## src/rtl/zap_shifter_pipe_if.sv

```systemverilog
// Request/result handshake bundle for zap_shifter_pipe.
// The slave side is the shifter; the master side issues requests and consumes results.
interface zap_shifter_pipe_if #(
  parameter int DATA_WIDTH = 32
);
  logic                  i_valid;
  logic                  o_ready;
  logic [DATA_WIDTH-1:0] i_source;
  logic [7:0]            i_amount;
  logic                  i_carry;
  logic [2:0]            i_op;
  logic                  i_flush;
  logic                  o_valid;
  logic                  i_ready;
  logic [DATA_WIDTH-1:0] o_result;
  logic                  o_carry;
  logic                  o_sat;

  modport master (
    output i_valid, i_source, i_amount, i_carry, i_op, i_flush, i_ready,
    input  o_ready, o_valid, o_result, o_carry, o_sat
  );

  modport slave (
    input  i_valid, i_source, i_amount, i_carry, i_op, i_flush, i_ready,
    output o_ready, o_valid, o_result, o_carry, o_sat
  );
endinterface

```

## src/rtl/zap_shifter_pipe.sv

```systemverilog
// Pipelined barrel shifter: log2(W) mux levels spread over STAGES registers,
// with ARM-style carry out and a saturating shift-left-by-one.
module zap_shifter_pipe #(
  parameter int DATA_WIDTH = 32,
  parameter int STAGES     = 2
) (
  input  logic              i_clk,
  input  logic              i_reset_n,
  zap_shifter_pipe_if.slave bus
);
  localparam int           W     = DATA_WIDTH;
  localparam int           L     = $clog2(DATA_WIDTH);
  localparam int           BASE  = L / STAGES;
  localparam logic [7:0]   W8    = 8'(DATA_WIDTH);
  localparam logic [L-1:0] ONE_L = L'(1);

  localparam logic [2:0] OP_LSL     = 3'd0;
  localparam logic [2:0] OP_LSR     = 3'd1;
  localparam logic [2:0] OP_ASR     = 3'd2;
  localparam logic [2:0] OP_ROR     = 3'd3;
  localparam logic [2:0] OP_RORI    = 3'd4;
  localparam logic [2:0] OP_RRC     = 3'd5;
  localparam logic [2:0] OP_LSL_SAT = 3'd6;

  // Index gi of each array is the input of stage gi; index STAGES is the output.
  logic         valid_in [STAGES+1];
  logic         carry_in [STAGES+1];
  logic         sat_in   [STAGES+1];
  logic [W-1:0] data_in  [STAGES+1];
  logic [2:0]   op_in    [STAGES];
  logic [L-1:0] amt_in   [STAGES];
  logic         msb_in   [STAGES];

  logic advance;
  logic accept;

  assign advance     = !valid_in[STAGES] || bus.i_ready;
  assign bus.o_ready = advance && !bus.i_flush;
  assign accept      = bus.i_valid && bus.o_ready;

  logic [W-1:0] src;
  logic [L-1:0] nm;
  logic [L-1:0] neg_nm;
  logic [L-1:0] nm_m1;
  logic         amt_zero;
  logic         amt_lt_w;
  logic         amt_eq_w;

  assign src      = bus.i_source;
  assign nm       = bus.i_amount[L-1:0];
  assign neg_nm   = ~nm + ONE_L;
  assign nm_m1    = nm - ONE_L;
  assign amt_zero = (bus.i_amount == 8'd0);
  assign amt_lt_w = (bus.i_amount < W8);
  assign amt_eq_w = (bus.i_amount == W8);

  logic [W-1:0] ent_data;
  logic [L-1:0] ent_amt;
  logic         ent_carry;
  logic         ent_msb;
  logic         ent_sat;

  // Out-of-range amounts are folded into the operand here so the shift network
  // only ever sees an in-range distance; ROR/RORI carry comes from the final MSB.
  always_comb begin
    ent_data  = src;
    ent_amt   = nm;
    ent_carry = bus.i_carry;
    ent_msb   = 1'b0;
    ent_sat   = 1'b0;
    case (bus.i_op)
      OP_LSL, OP_LSR: begin
        if (!amt_zero && amt_lt_w) begin
          ent_carry = (bus.i_op == OP_LSL) ? src[neg_nm] : src[nm_m1];
        end else if (!amt_zero) begin
          ent_data  = '0;
          ent_amt   = '0;
          ent_carry = amt_eq_w && ((bus.i_op == OP_LSL) ? src[0] : src[W-1]);
        end
      end
      OP_ASR: begin
        if (!amt_zero && amt_lt_w) begin
          ent_carry = src[nm_m1];
        end else if (!amt_zero) begin
          ent_amt   = '1;
          ent_carry = src[W-1];
        end
      end
      OP_ROR, OP_RORI: ent_msb = !amt_zero;
      OP_RRC: begin
        ent_data  = {src[W-1:1], bus.i_carry};
        ent_amt   = ONE_L;
        ent_carry = src[0];
      end
      OP_LSL_SAT: begin
        ent_amt   = ONE_L;
        ent_carry = src[W-1];
        if (src[W-1] != src[W-2]) begin
          ent_sat  = 1'b1;
          ent_amt  = '0;
          ent_data = {src[W-1], {(W-1){!src[W-1]}}};
        end
      end
      default: begin
        ent_amt   = '0;
        ent_carry = 1'b0;
      end
    endcase
  end

  assign valid_in[0] = accept;
  assign carry_in[0] = ent_carry;
  assign sat_in[0]   = ent_sat;
  assign data_in[0]  = ent_data;
  assign op_in[0]    = bus.i_op;
  assign amt_in[0]   = ent_amt;
  assign msb_in[0]   = ent_msb;

  for (genvar gi = 0; gi < STAGES; gi++) begin : g_stage
    localparam int LO = gi * BASE;
    localparam int HI = (gi == STAGES - 1) ? L : (gi + 1) * BASE;

    logic [W-1:0] data_d;
    logic         carry_d;
    logic         valid_q;
    logic         carry_q;
    logic         sat_q;
    logic [W-1:0] data_q;

    always_comb begin
      data_d = data_in[gi];
      for (int j = LO; j < HI; j++) begin
        if (amt_in[gi][j]) begin
          case (op_in[gi])
            OP_LSL, OP_LSL_SAT: data_d = data_d << (1 << j);
            OP_LSR:             data_d = data_d >> (1 << j);
            OP_ASR:             data_d = $signed(data_d) >>> (1 << j);
            default:            data_d = (data_d >> (1 << j)) | (data_d << (W - (1 << j)));
          endcase
        end
      end
    end

    if (gi == STAGES - 1) begin : g_carry
      assign carry_d = msb_in[gi] ? data_d[W-1] : carry_in[gi];
    end else begin : g_carry
      assign carry_d = carry_in[gi];
    end

    always_ff @(posedge i_clk or negedge i_reset_n) begin
      if (!i_reset_n) begin
        valid_q <= 1'b0;
        carry_q <= 1'b0;
        sat_q   <= 1'b0;
        data_q  <= '0;
      end else begin
        if (advance) begin
          valid_q <= valid_in[gi];
          carry_q <= carry_d;
          sat_q   <= sat_in[gi];
          data_q  <= data_d;
        end
        if (bus.i_flush) begin
          valid_q <= 1'b0;
        end
      end
    end

    assign valid_in[gi+1] = valid_q;
    assign carry_in[gi+1] = carry_q;
    assign sat_in[gi+1]   = sat_q;
    assign data_in[gi+1]  = data_q;

    if (gi < STAGES - 1) begin : g_ctl
      logic [2:0]   op_q;
      logic [L-1:0] amt_q;
      logic         msb_q;

      always_ff @(posedge i_clk or negedge i_reset_n) begin
        if (!i_reset_n) begin
          op_q  <= '0;
          amt_q <= '0;
          msb_q <= 1'b0;
        end else if (advance) begin
          op_q  <= op_in[gi];
          amt_q <= amt_in[gi];
          msb_q <= msb_in[gi];
        end
      end

      assign op_in[gi+1]  = op_q;
      assign amt_in[gi+1] = amt_q;
      assign msb_in[gi+1] = msb_q;
    end
  end

  // Distance bits already consumed by earlier stages are not looked at again.
  logic unused_amt_bits;
  assign unused_amt_bits = ^amt_in[STAGES-1];

  assign bus.o_valid  = valid_in[STAGES];
  assign bus.o_result = data_in[STAGES];
  assign bus.o_carry  = carry_in[STAGES];
  assign bus.o_sat    = sat_in[STAGES];
endmodule

```

## src/flat_wrapper.sv

```systemverilog
// flat-port wrapper written by rule: the top's interface ports become plain ports
module zap_shifter_pipe_flat 
#(
  parameter int DATA_WIDTH = 32,
  parameter int STAGES     = 2
)
  (i_clk, i_reset_n, bus_i_valid, bus_i_source, bus_i_amount, bus_i_carry, bus_i_op, bus_i_flush, bus_i_ready, bus_o_ready, bus_o_valid, bus_o_result, bus_o_carry, bus_o_sat);
  zap_shifter_pipe_if #(.DATA_WIDTH(DATA_WIDTH)) bus_i ();
  input  logic i_clk;
  input  logic i_reset_n;
  input wire logic [$bits(bus_i.i_valid)-1:0] bus_i_valid;
  input wire logic [$bits(bus_i.i_source)-1:0] bus_i_source;
  input wire logic [$bits(bus_i.i_amount)-1:0] bus_i_amount;
  input wire logic [$bits(bus_i.i_carry)-1:0] bus_i_carry;
  input wire logic [$bits(bus_i.i_op)-1:0] bus_i_op;
  input wire logic [$bits(bus_i.i_flush)-1:0] bus_i_flush;
  input wire logic [$bits(bus_i.i_ready)-1:0] bus_i_ready;
  output wire logic [$bits(bus_i.o_ready)-1:0] bus_o_ready;
  output wire logic [$bits(bus_i.o_valid)-1:0] bus_o_valid;
  output wire logic [$bits(bus_i.o_result)-1:0] bus_o_result;
  output wire logic [$bits(bus_i.o_carry)-1:0] bus_o_carry;
  output wire logic [$bits(bus_i.o_sat)-1:0] bus_o_sat;
  assign bus_i.i_valid = bus_i_valid;
  assign bus_i.i_source = bus_i_source;
  assign bus_i.i_amount = bus_i_amount;
  assign bus_i.i_carry = bus_i_carry;
  assign bus_i.i_op = bus_i_op;
  assign bus_i.i_flush = bus_i_flush;
  assign bus_i.i_ready = bus_i_ready;
  assign bus_o_ready = bus_i.o_ready;
  assign bus_o_valid = bus_i.o_valid;
  assign bus_o_result = bus_i.o_result;
  assign bus_o_carry = bus_i.o_carry;
  assign bus_o_sat = bus_i.o_sat;
  zap_shifter_pipe #(.DATA_WIDTH(DATA_WIDTH), .STAGES(STAGES)) u_core (.i_clk(i_clk), .i_reset_n(i_reset_n), .bus(bus_i));
endmodule
```

## config.mk

```make
export PLATFORM = sky130hd
export DESIGN_NAME = zap_shifter_pipe_flat
export DESIGN_NICKNAME = d
export VERILOG_FILES = /design/src/rtl/zap_shifter_pipe_if.sv /design/src/rtl/zap_shifter_pipe.sv /design/src/flat_wrapper.sv
export SDC_FILE = /design/constraint.sdc
export NUM_CORES = 1
export LEC_CHECK = 0
export BUFFER_PORTS_ARGS = -buffer_cell sky130_fd_sc_hd__buf_2
export CORE_MARGIN = 2
export CORE_UTILIZATION = 50
export DETAILED_ROUTE_END_ITERATION = 16
export MAX_ROUTING_LAYER = met4
export PLACE_DENSITY = 0.7
export SLEW_MARGIN = 25
export SYNTH_ARGS = -nofsm -noshare
export SYNTH_HDL_FRONTEND = slang
export SYNTH_SLANG_ARGS = --single-unit
```

## constraint.sdc

```tcl
create_clock -name i_clk -period 3.55 [get_ports i_clk]
set_clock_uncertainty 0.15 [all_clocks]
set_input_delay 1.065 -clock i_clk [delete_from_list [all_inputs] [get_ports i_clk]]
set_output_delay 1.065 -clock i_clk [all_outputs]
set_load 0.01 [all_outputs]
```

# ---- Word level (Yosys, flattened, before mapping)
# Cells that the tools add are included.
dict set report op_classes {
  addsub 2
  n_mul 0
  div 0
  n_lt_le_gt_ge 3
  eq_ne 11
  shift 0
  n_mux 39
  bitwise_logic 6
  n_reduce_logical 17
}
# op count
set op_table {}
lappend op_table {{$pmux 32 s3} 6}
lappend op_table {{$mux 32} 7}
lappend op_table {{$or 16x32->32} 1}
lappend op_table {{$or 24x32->32} 1}
lappend op_table {{$or 28x32->32} 1}
lappend op_table {{$or 30x32->32} 1}
lappend op_table {{$or 31x32->32} 1}
lappend op_table {{$mux 31} 1}
lappend op_table {{$pmux 5 s5} 1}
lappend op_table {{$mux 5} 4}
lappend op_table {{$mux 1} 17}
lappend op_table {{$eq 3x3->1 const B} 4}
lappend op_table {{$lt 5x6->1 const B} 2}
lappend op_table {{$bmux 1 s5} 2}
lappend op_table {{$eq 3x2->1 const B} 3}
lappend op_table {{$eq 8x6->1 const B} 1}
lappend op_table {{$logic_not 8->1} 1}
lappend op_table {{$lt 8x6->1 const B} 1}
lappend op_table {{$reduce_or 2->1} 4}
lappend op_table {{$eq 3x1->1 const B} 2}
lappend op_table {{$logic_not 3->1} 2}
lappend op_table {{$add 5x1->5 const B} 1}
lappend op_table {{$not 5->5} 1}
lappend op_table {{$pmux 1 s5} 1}
lappend op_table {{6 further kinds} 12}
dict set report word_totals {
  regBits 79
  latchBits 0
  mem_bits_rw 0
  rom_bits 0
  inputBits 49
  output_inout_bits 36
  wordCells 89
  memories 0
}

# ---- Depth between registers and ports, before layout
dict set report logic_depth {
  depth_word 11
  ltp_mapped 11
  depth_no_buf 8
}

# ---- Worst setup path after synthesis
# OpenSTA, ideal clock, no wires.
dict set report synth_path {
  path_kind {input to register}
  startpoint {input bus_i_amount[0]}
  endpoint {register u_core.g_stage[0].carry_q}
  setup_time_ns 0.124
  t_arrival_ns 3.483
  required_ns 3.276
  path_slack_ns -0.206
  path_stages 10
  n_path_buf 3
  path_cell_list {buf_2 > inv_1 > ha_1 > clkbuf_1 > buf_2 > mux4_2 > mux4_2 > o221ai_1 > a21oi_1 > a211o_1}
}
dict set report synth_between {
  elab_chain_len 7
  word_cells_on_any_way 19
  cone_classes {add/sub: 2; order compare: 1; eq/ne: 1; mux: 10; bitwise: 1; reduce/logical: 4}
}
# item line_no
set synth_lines {}
lappend synth_lines {{start: declaration} flat_wrapper.sv:13} ;# input wire logic [$bits(bus_i.i_amount)-1:0] bus_i_amount;
lappend synth_lines {{$not 5->5} zap_shifter_pipe.sv:51} ;# assign neg_nm = ~nm + ONE_L;
lappend synth_lines {{$add 5x1->5} zap_shifter_pipe.sv:51}
lappend synth_lines {{$bmux 1 s5} zap_shifter_pipe.sv:74} ;# ent_carry = (bus.i_op == OP_LSL) ? src[neg_nm] : src[nm_m1];
lappend synth_lines {{$mux 1 (not written as such)} zap_shifter_pipe.sv:74}
lappend synth_lines {{$mux 1} zap_shifter_pipe.sv:74}
lappend synth_lines {{$mux 1} zap_shifter_pipe.sv:73} ;# if (!amt_zero && amt_lt_w) begin
lappend synth_lines {{$pmux 1 s5 (*)} zap_shifter_pipe.sv:71} ;# case (bus.i_op)
lappend synth_lines {{end signal: assignment} zap_shifter_pipe.sv:159} ;# carry_q <= carry_d;
lappend synth_lines {{end: declaration} zap_shifter_pipe.sv:126} ;# logic carry_q;
# Mark *: on every way between the ends. The rest lies on a longest branch, timed or not. The select of a mux whose other input is x is not followed.
# A chain may end at the register's enable or synchronous reset.

# ---- Worst setup path after layout
dict set report layout_path {
  startpoint {input bus_i_source[31]}
  endpoint {register u_core.g_stage[0].data_q[19]}
}
dict set report layout_between {
  elab_chain_len 9
  word_cells_on_any_way 12
  cone_classes {eq/ne: 1; mux: 8; bitwise: 2; reduce/logical: 1}
}
# item line_no
set layout_lines {}
lappend layout_lines {{start: declaration} flat_wrapper.sv:12} ;# input wire logic [$bits(bus_i.i_source)-1:0] bus_i_source;
lappend layout_lines {{$ne 1x1->1 / $logic_not 1->1 (equally long branches)} {zap_shifter_pipe.sv:98, zap_shifter_pipe.sv:101}}
lappend layout_lines {{$mux 31} zap_shifter_pipe.sv:98} ;# if (src[W-1] != src[W-2]) begin
lappend layout_lines {{$pmux 32 s3} zap_shifter_pipe.sv:71}
lappend layout_lines {{$or 31x32->32} zap_shifter_pipe.sv:138} ;# default: data_d = (data_d >> (1 << j)) | (data_d << (W - (1 << j)));
lappend layout_lines {{$pmux 32 s3} zap_shifter_pipe.sv:134} ;# case (op_in[gi])
lappend layout_lines {{$mux 32 (*)} zap_shifter_pipe.sv:133} ;# if (amt_in[gi][j]) begin
lappend layout_lines {{$or 30x32->32} zap_shifter_pipe.sv:138}
lappend layout_lines {{$pmux 32 s3} zap_shifter_pipe.sv:134}
lappend layout_lines {{$mux 32 (*)} zap_shifter_pipe.sv:133}
lappend layout_lines {{end signal: assignment} zap_shifter_pipe.sv:161} ;# data_q <= data_d;
lappend layout_lines {{end: declaration} zap_shifter_pipe.sv:128} ;# logic [W-1:0] data_q;
# Mark *: on every way between the ends. The rest lies on a longest branch, timed or not.

==> metrics.md <==
| Metric | Value |
|---|---|
| Status | completed |
| EDFF count, synth | 0 |
| Gr usage total | 37.8% |
| Height of the die | 131 µm |
| Mux contribution to synthesized area | 10.7% |
| Grt total ovfl | 0 |
| R2R Path End | u_core.bus.o_result[14] |
| Mapped Area | 8020 µm² |
| Total number of vias | 9,548 |
| Critical Path AT | 3330 ps |
| Power Density | 440 nW/µm² |
| Avg Cell Area, Syn | 7.78 µm² |
| Post-CTS Setup Inserts | 0 |
| Post-CTS Hold Buffers | 0 |
| Max-Slew Margin vs Limit | 37.4% |
| Leak | 3.87 nW |
| Register area share after synthesis | 24.0% |
| XOR/XNOR share of the synthesized area | 0.967% |
| # Max-Cap Violations | 0 |
| Fin crit share | 91.5% |
| HP Class | reg -> reg |
| Vias in the first global route | 8,702 |
| Fin. Hold Viols | 0 |
| Origin of the worst min-delay path | u_core.bus.o_sat |
| CP Cell Sequence | buf_2 -> inv_1 -> ha_1 -> nand2b_1 -> a221o_1 -> buf_12 -> nor4_1 -> nor3_1 -> a2111oi_0 -> buf_4 -> nor3_1 |
| Post-Synth Adder-Cell Area | 0.624% |
| Layout cells sized above 1 | 24.5% |
| Fmax | 308 MHz |
| CTS Buffer Depth | 2 |
| CP endpoint kind | flip-flop |
| Number of buffers and inverters on the critical path | 4 |
| Die W | 131 µm |
| Overall power | 4.18 mW |
| # IOs | 85 |
| Area leader, netlist | dfrtp_1 |
| Total detailed-routing wirelength | 30.8 mm |
| Cell variety after synth | 77 |
| RSZ-0062 raised after global routing | no |
| Antenna violations before repair | 0 |
| CTS sink count | 77 |
| Routed vias/inst | 7.06 |
| VDD IR max | 0.000237 V |
| Rows | 46 |
| Die area | 17,100 µm² |
| Drt drc | 0 |
| Final setup fails | 0 |
| Main flop type after synthesis | dfrtp_1 |
| Worst R2R Setup Slack | 650 ps |
| Max incr delay on CP | 470 ps |
| Worst Setup Path Type | in -> reg |
| Sum Neg Setup Slack | 0 ps |
| Hold EP | u_core.bus.o_sat |
| Dpl hpwl | 23.3 mm |
| Routed Antenna Nets | 0 |
| Worst hold path cell count | 2 |
| Yosys top cell area share | 24.0% |
| Fin util | 60.3% |
| CP startpoint kind | input pin |
| Max FO, Critical Path | 24 |
| Worst R2R Path Depth | 6 |
| Maximum number of pins on one net before global-route repair | 55 |
| CTS tree | done |
| Area fraction in compound gates after synthesis | 37.4% |
| Clock slew at reported path FFs | 60 ps |
| Fin area | 9510 µm² |
| Synth Area in Simple Gates | 20.3% |
| Fin nets | 1,184 |
| Area of the core | 15,800 µm² |
| Slowest stage cell, crit path | a2111oi_0 |
| Antenna diodes | 0 |
| CTS H-Tree Depth | 3 |
| CP delay by family, top | compound AO/OA/AOI/OAI gates |
| Total CTS buffers | 9 |
| Post-synth ARST share | 100% |
| Synth Instances | 1,031 |
| Most used cell, CP | nor3_1 |
| GP Congestion | 1.11 |
| RR Startpoint | u_core.g_stage[0].g_ctl.op_q[1] |
| DR iter-0 viols | 1,572 |
| Port buffer count | 84 |
| Actual slew at the worst max-slew pin | 934 ps |
| Root buf cell | clkbuf_16 |
| DR pass1 iterations | 6 |
| Yosys warns | 0 |
| Largest family of logic cells by synthesized area | compound AO/OA/AOI/OAI gates |
| Layout area overhead | 18.5% |
| Resized cells post-CTS | 0 |
| DR WL/cell | 22.8 µm |
| Placed Area | 9180 µm² |
| Top cells by area, synth | dfrtp_1 24%, mux4_2 7.9%, o21ai_0 5.6% |
| Post-Syn Nets | 1,084 |
| #FFs+latches synth | 77 |
| Initial Util | 50.9% |
| Final Critical Period | 3250 ps |
| Req. time, crit path | 3640 ps |
| First-pass GRT wire length | 48.7 mm |
| Slew Viols, Final | 0 |
| Worst-Skew Late Latency | 350 ps |
## cell usage after synthesis (all sizes together), types with 12 or more instances
cell    number
dfrtp       77
nor2       116
o21ai       91
a31oi       32
a311oi      15
nor3        36
nand3       41
mux2i       14
a21oi       83
nand2b      16
inv         16
o211ai      16
a221oi      13
mux4        28
clkbuf      62
buf         35
a21o        12
a211oi      42
o21a        14
nand2       88
o221a       12
## cells by family after synthesis
| logic type | after synthesis |
|---|---|
| compound gates | 430 |
| simple gates | 347 |
| buf+inv | 115 |
| flops | 77 |
| mux | 50 |
| xor+xnor | 8 |
| fa+ha+maj | 4 |
## worst max-delay path by stage
stage	start	endpoint	slack (ps)	depth (start not counted)
floorplan	bus_i_amount[0]	u_core.g_stage[0].carry_q	30	9
global placement	bus_i_source[31]	u_core.g_stage[0].data_q[5]	-3	10
detailed placement	bus_i_source[31]	u_core.g_stage[0].data_q[19]	30	11
CTS	bus_i_source[31]	u_core.g_stage[0].data_q[19]	370	11
global route	bus_i_source[31]	u_core.g_stage[0].data_q[19]	170	11
finish	bus_i_source[31]	u_core.g_stage[0].data_q[19]	300	11
## worst min-delay path, stage by stage, from the launching register on
cell     delay [ps]
dfrtp_1         340
nand2_1          50
nand2_1          50
## layout by cell type (no fill, tap or decap), drive strengths merged, types with 10 or more instances in the layout
master  instances
mux4           28
o221a          12
o21ai          91
inv            17
buf           186
o211ai         16
a31oi          32
nor2          116
a211oi         42
nand2b         16
a21oi          83
dfrtp          77
nor3           36
a221oi         13
a21o           12
nand3          41
mux2i          14
nand2          88
o32ai          10
o21a           14
a311oi         15
## metrics by stage
stage	instances	hold WS, ps	setup slack, ps
floorplan	1031	296	32.5
detailed placement	1336	305	25.3
global route	1352	342	167
finish	1352	316	303
CTS	1352	319	370
global placement	1336	302	-2.83
## where the power goes
group / switching, mW / leakage, nW / internal (mW)
registers: 0.266 / 0.927 / 1.07
logic: 1.03 / 2.79 / 0.798
clock network: 0.401 / 0.156 / 0.619
total: 1.70 / 3.87 / 2.49
## state kept, by name, summed over array words and instances, names as in the netlist
name and count:
u_core.g_stage.carry_q 1, u_core.bus.o_sat 1, u_core.g_stage.sat_q 1, u_core.g_stage.data_q 32, u_core.bus.o_valid 1, u_core.g_stage.valid_q 1
u_core.bus.o_carry 1, u_core.g_stage.g_ctl.amt_q 3, u_core.g_stage.g_ctl.op_q 3, u_core.bus.o_result 32, u_core.g_stage.g_ctl.msb_q 1
## area by class of cell
class                      instances  area, µm²
clock buffer                       9        225
clock inverter                     7       98.8
fill                            1493       6260
inverter                          18       67.6
multi-input combinational        839       5640
sequential                        77       1930
tap                              216        270
timing repair buffer             186       1280
## layer usage
metal / vias up / global-route usage, % / routed length, µm
li1: 4207 / - / -
met1: 4435 / 49.3 / 11800
met2: 767 / 58.3 / 14000
met3: 139 / 6.43 / 3520
met4: 0 / 16.3 / 1540
met5: - / - / 0
Power figures use the tool's default switching activity.
